$ cat src/rtl/kersram_wr_ctrl.sv
// Kernel-SRAM write controller: drains a FWFT kernel FIFO into NUM_BANK SRAM
// banks, filling cfg_len words per bank from bank 0 up to cfg_last_bank.
module kersram_wr_ctrl #(
  parameter int NUM_BANK = 8,
  parameter int DATA_W   = 64,
  parameter int ADDR_W   = 11,
  parameter int BK_W     = 3
) (
  input  logic                         clk,
  input  logic                         reset,
  input  logic                         start,
  input  logic [ADDR_W:0]              cfg_len,
  input  logic [BK_W-1:0]              cfg_last_bank,
  input  logic [ADDR_W-1:0]            cfg_base_addr,
  input  logic [DATA_W-1:0]            fifo_data,
  input  logic                         fifo_empty_n,
  output logic                         fifo_read,
  output logic [NUM_BANK-1:0]          sram_cen,
  output logic [NUM_BANK-1:0]          sram_wen,
  output logic [NUM_BANK*ADDR_W-1:0]   sram_addr,
  output logic [NUM_BANK*DATA_W-1:0]   sram_din,
  output logic                         busy,
  output logic                         done
);

  typedef enum logic [1:0] {
    S_IDLE  = 2'd0,
    S_WRITE = 2'd1,
    S_DRAIN = 2'd2,
    S_DONE  = 2'd3
  } state_t;

  state_t state, state_nxt;

  // Job configuration, captured on the accepted start cycle.
  logic [ADDR_W:0]     len_r;
  logic [BK_W-1:0]     last_bank_r;
  logic [ADDR_W-1:0]   base_r;

  // Position of the next word to be written.
  logic [BK_W-1:0]     bank_idx;
  logic [ADDR_W-1:0]   word_cnt;

  // Registered SRAM write, presented one cycle after the FIFO transfer.
  logic                wr_vld;
  logic [BK_W-1:0]     wr_bank;
  logic [ADDR_W-1:0]   wr_addr;
  logic [DATA_W-1:0]   wr_data;

  logic                xfer;
  logic                bank_end;
  logic                job_end;
  logic                start_ok;

  // FWFT FIFO: the pop request must be combinational so the head word is
  // consumed in the same cycle it is presented.
  assign fifo_read = (state == S_WRITE) & fifo_empty_n;
  assign xfer      = fifo_read & fifo_empty_n;
  assign start_ok  = (state == S_IDLE) & start;

  // word_cnt never exceeds len_r-1, so a one-bit zero extension is enough.
  assign bank_end  = ({1'b0, word_cnt} == (len_r - (ADDR_W+1)'(1)));
  assign job_end   = bank_end & (bank_idx == last_bank_r);

  assign busy      = (state != S_IDLE);
  assign done      = (state == S_DONE);

  // NOTE: every signal driven here gets a default first, so no path through
  // the case statement can leave it unassigned and infer a latch.
  always_comb begin
    state_nxt = state;
    case (state)
      S_IDLE: begin
        if (start) begin
          state_nxt = (cfg_len == '0) ? S_DONE : S_WRITE;
        end
      end
      S_WRITE: begin
        if (xfer && job_end) begin
          state_nxt = S_DRAIN;
        end
      end
      S_DRAIN: state_nxt = S_DONE;
      S_DONE:  state_nxt = S_IDLE;
      default: state_nxt = S_IDLE;
    endcase
  end

  // NOTE: sequential state uses non-blocking assignments so every register
  // samples pre-edge values, independent of statement order.
  always_ff @(posedge clk) begin
    if (reset) begin
      state <= S_IDLE;
    end else begin
      state <= state_nxt;
    end
  end

  always_ff @(posedge clk) begin
    if (reset) begin
      len_r       <= '0;
      last_bank_r <= '0;
      base_r      <= '0;
      bank_idx    <= '0;
      word_cnt    <= '0;
    end else if (start_ok) begin
      len_r       <= cfg_len;
      last_bank_r <= cfg_last_bank;
      base_r      <= cfg_base_addr;
      bank_idx    <= '0;
      word_cnt    <= '0;
    end else if (xfer) begin
      if (bank_end) begin
        word_cnt <= '0;
        bank_idx <= bank_idx + BK_W'(1);
      end else begin
        word_cnt <= word_cnt + ADDR_W'(1);
      end
    end
  end

  // Address arithmetic wraps modulo 2^ADDR_W by truncation.
  always_ff @(posedge clk) begin
    if (reset) begin
      wr_vld  <= 1'b0;
      wr_bank <= '0;
      wr_addr <= '0;
      wr_data <= '0;
    end else begin
      wr_vld <= xfer;
      if (xfer) begin
        wr_bank <= bank_idx;
        wr_addr <= base_r + word_cnt;
        wr_data <= fifo_data;
      end
    end
  end

  // Only the addressed bank sees an enable and a non-zero slice.
  always_comb begin
    sram_cen  = '1;
    sram_wen  = '1;
    sram_addr = '0;
    sram_din  = '0;
    if (wr_vld) begin
      sram_cen[wr_bank]                     = 1'b0;
      sram_wen[wr_bank]                     = 1'b0;
      sram_addr[wr_bank*ADDR_W +: ADDR_W]   = wr_addr;
      sram_din[wr_bank*DATA_W +: DATA_W]    = wr_data;
    end
  end

endmodule
$ cat config.mk
export PLATFORM = sky130hd
export DESIGN_NAME = kersram_wr_ctrl
export DESIGN_NICKNAME = d
export VERILOG_FILES = /design/src/rtl/kersram_wr_ctrl.sv
export SDC_FILE = /design/constraint.sdc
export NUM_CORES = 1
export LEC_CHECK = 0
export CAP_MARGIN = 20
export CORE_AREA = 2 2 276 278
export DETAILED_ROUTE_END_ITERATION = 8
export DIE_AREA = 0 0 278 280
export DONT_BUFFER_PORTS = 1
export PLACE_DENSITY = 0.35
export SLEW_MARGIN = 40
export SYNTH_ARGS = -nofsm -noshare
export SYNTH_HDL_FRONTEND = slang
export SYNTH_SLANG_ARGS = --single-unit
$ cat constraint.sdc
create_clock -name clk -period 6.81 [get_ports clk]
set_input_delay 1.362 -clock clk [delete_from_list [all_inputs] [get_ports clk]]
set_output_delay 1.362 -clock clk [all_outputs]
set_load 0.03 [all_outputs]
==> results.txt <==
- Internal Power: ~1.4 mW
* Deepest clock path buffer count: 2
* Number of global-route vias before repair: ~8500
- Area share of the leading cell type in the synthesized netlist: between 20% and 30%
- Outcome: finished, final reports clean
* Max IR drop VDD: about 0.00012 V
- Number of antenna-violating nets in the routed design: 0
* Final core utilization: 14.5%
- After detailed routing, the average wire length per cell comes to 23.8 um.
- Data on the critical path is required at its endpoint by about 5.5 ns.
- The number of setup buffers added after CTS is 0.
- The floorplan has approximately 100 rows.
- At the later pin of the worst-skew pair, clock insertion delay measures between 0.4 and 0.5 ns.
- Clock tree synthesis selected as its root buffer the cell clkbuf_16.
- In this run the tightest slew margin relative to its limit is about two fifths.
- Once placement finished, the instance area stood at ~0.010 mm2.
* Global-route wire length before repair: between 70000 and 80000 um
* Count of buffers from port buffering: 0
* Vias after detailed routing: slightly above 10000
- I/O pin total: roughly 710
- Pin slew with the least headroom to its limit: around 0.9 ns
* Mapped Nets: ~1600
* DIE WIDTH: about 280 um
- Once placement completed, the tool counted placed cells totaling ~2300.
- Post-layout total power: 2.25 mW
- STA classifies the critical path startpoint as a flip-flop.
- Dividing the detail-routed via count by the number of cells gives roughly 4.3.
- Layout overhead on the synthesized area: 16.9%
- Of the total power, combinational logic draws 16.8%.
- The finished layout holds around 2400 standard cells, fillers aside.
* Setup clock skew after layout: 0.0180 ns
- The initial utilization of the core area, before any placement, comes to 12.4%.
- Yosys warning total: 0
* Post-synthesis sequential element count: around 120
- Most area-consuming cells after synthesis: and2_1, dfxtp_1, nand2_1
- The final hold violation count was 0.
- Clock buffers created by TritonCTS: 17
- Biggest fanout along the worst timing path: 41
* Standby leakage power: roughly 3.6 nW
- After clock tree synthesis, the repair step resized 0 gates.
- DR DRC count: 0
- Gate count after technology mapping: roughly 1500
- The repair_antennas step left the layout with diodes totalling 0.
* Relative contribution of sequential cells to total power: ~40%
* Leading cell types by count after synthesis: and2_1, nand2_1, nor2_1, dfxtp_1, a21oi_1
- The tool flagged a number of max-cap violations equal to 0.
- Ys flop type: dfxtp_1
- Counting every sink on the clock net gives approximately 120.
* Non-Filler Cell Area, Final: roughly 0.011 mm2
- The setup check on the worst reg-to-reg path leaves a slack of roughly 3.3 ns.
- The number of pins exceeding their max-slew limit in the final report was 0.
- Final Setup Violations: 0
- The startpoint identified for the worst register-to-register timing path is len_r[0].
- The die covers 0.0778 mm2.
- Clock-pin slew of the registers on the worst-case setup and hold paths: 0.07 ns
* Fraction of final layout cells sized beyond drive strength 1: ~5.5%
- Static timing analysis puts the maximum clock frequency at around 190 MHz.
- In the post-synthesis netlist, the cell with the most instances is and2_1.
- Placeable core region: around 0.075 mm2
* Drt first pass iters: 5
- Following the worst setup path forward leads to its endpoint at sram_din[313].
- Netlist Area Pre-Place: between 0.009 and 0.01 mm2
- Total power per unit cell area: 207 mW/mm2
- Switching share of power: a little under two fifths
- Count of flip-flops with a built-in enable after synthesis: 0
- Tmin final: around 5 ns
- Slowest stage cell, crit path: dfxtp_1
* Hold buffer count at cts: 0
* Worst Setup End Kind: output pin
- Detailed router's first-iteration violation count: about 1000
- In this run the worst setup path begins at wr_bank[0].
* GRT Overall Usage: between 10% and 20%
* Fraction of the yosys area taken by sequential cells: approximately a quarter
- The analysis attributes to net switching a power of 0.836 mW.
- On the worst path, the slowest cell contributes a delay of just under 0.7 ns.
- The total overflow left after global routing is 0.
* Wire length reported by the detailed router: roughly 56000 um
- Walking the worst path, the cells encountered are inv_2 -> ha_1 -> ha_1 -> nand2_1 -> or2_2 -> or3_4 -> nor2_1.
* Cells on worst reg2reg path: 10
* Nets: approximately 1500
* Yosys top cell by area: and2_1
- Setup total negative slack on the finished layout was measured at 0 ns.
- The number of antenna violations at the first check in global routing was 10.
- Detailed placement ended at an HPWL of between 40000 and 50000 um.
- Data arrives at the worst endpoint at roughly 3.8 ns.
- CTS H-Tree Depth: 4
* CTS tree: yes
- Filler instances: just under 9000
* Maximum number of pins on one net before global-route repair: between 100 and 150
* Final RePlAce weighted congestion: between 0.8 and 0.9
- Avg Inst Size Synth: 6.41 um2
- In this run the critical register-to-register path is captured at word_cnt[8].
- Setup repair after global routing left no endpoint under its margin.
- Clock power frac: between 40 and 50%
* Crit path top cell by count: ha_1
* Portion of the clock cycle consumed by the worst path in the final layout: 75.4%
- The worst hold path belongs to the class flip-flop to flip-flop.
* Post-synthesis cell type count: 53
- Fraction of synthesis flops using an asynchronous set or reset pin: 0%
- The setup path with the least slack is of type flip-flop to output pin.
- Height of the die: 280 um
## metal layers
layer  GRT usage (%)  share of wire [%]  vias up  wire [um]
met2            20.6                 45      671      25400
li1                -                  -     4392          -
met3            4.29                8.3       88       4690
met4            5.99                3.7        4       2060
met5               0              0.043        -         24
met1            17.1                 43     5021      24000
## area by class of cell
| type | count | area (um2) | share of cell area (%) |
|---|---|---|---|
| clock inverter | 14 | 160 | 1.47 |
| multi-input combinational | 1196 | 6430 | 59.0 |
| timing repair buffer | 18 | 170 | 1.56 |
| clock buffer | 17 | 425 | 3.90 |
| tap | 978 | 1220 | 11.2 |
| inverter | 16 | 62.6 | 0.574 |
| sequential | 121 | 2420 | 22.3 |
## kinds of logic (layout without fill, tap and decap cells)
group | Yosys count | count (layout) | share of synthesized area, %
AND/OR/NAND/NOR | 988 | 988 | 52.4
buffers and inverters | 137 | 65 | 5.91
adder cells (fa/ha/maj) | 23 | 23 | 3.17
multiplexers | 2 | 2 | 0.215
flip-flops | 121 | 121 | 26.0
AO/OA/AOI/OAI | 152 | 152 | 9.41
XOR/XNOR | 31 | 31 | 2.91
## cell usage in the layout, fill, tap and decap left out, drive strengths merged, types with 7 or more instances in the layout
cell type	netlist	final
and2	396	396
nand2	271	271
nor2	250	250
dfxtp	121	121
a21oi	117	117
inv	15	23
ha	22	22
buf	15	18
xnor2	17	17
clkbuf	106	17
xor2	14	14
nor3	14	14
nand3	12	12
nand4	8	8
nand3b	7	7
nor4	7	7
## worst max-delay path: cells and delay by family (launching register included)
kind | cells | cell delay, ns
flip-flops | 1 | 0.68
adder cells (fa/ha/maj) | 2 | 0.63
buffers and inverters | 1 | 0.07
AND/OR/NAND/NOR | 4 | 1.80
## worst min path at each step
stage                               from              to  slack, ns  depth (start not counted)
after detailed placement  last_bank_r[1]  last_bank_r[1]       0.46                          2
after floorplan                base_r[0]       base_r[0]       0.44                          2
after global routing           base_r[5]       base_r[5]       0.49                          2
after global placement    last_bank_r[1]  last_bank_r[1]       0.46                          2
after CTS                 last_bank_r[1]  last_bank_r[1]       0.47                          2
final                     last_bank_r[1]  last_bank_r[1]       0.47                          2
## power by group through the flow
stage	registers, mW	logic (mW)	clock network [mW]
3_3_place_gp	0.921	0.370	0
5_1_grt	0.922	0.418	1.03
6_report	0.912	0.380	0.963
2_1_floorplan	0.830	0.284	0
4_1_cts	0.911	0.381	1.02
3_5_place_dp	0.927	0.379	0
## flip-flops by register name, indices dropped and copies added (netlist names)
name         cells
bank_idx         3
base_r          11
wr_addr         11
len_r           12
wr_data         64
word_cnt        11
state            2
wr_bank          3
wr_vld           1
last_bank_r      3
## stage by stage
step / worst slack, ns / hold WS, ns
after global routing: 1.37 / 0.489
after detailed placement: 2.04 / 0.458
after floorplan: 2.31 / 0.441
after global placement: 2.09 / 0.461
final: 1.68 / 0.467
after CTS: 1.48 / 0.467
Note: power is estimated with default switching activity, not from simulation.
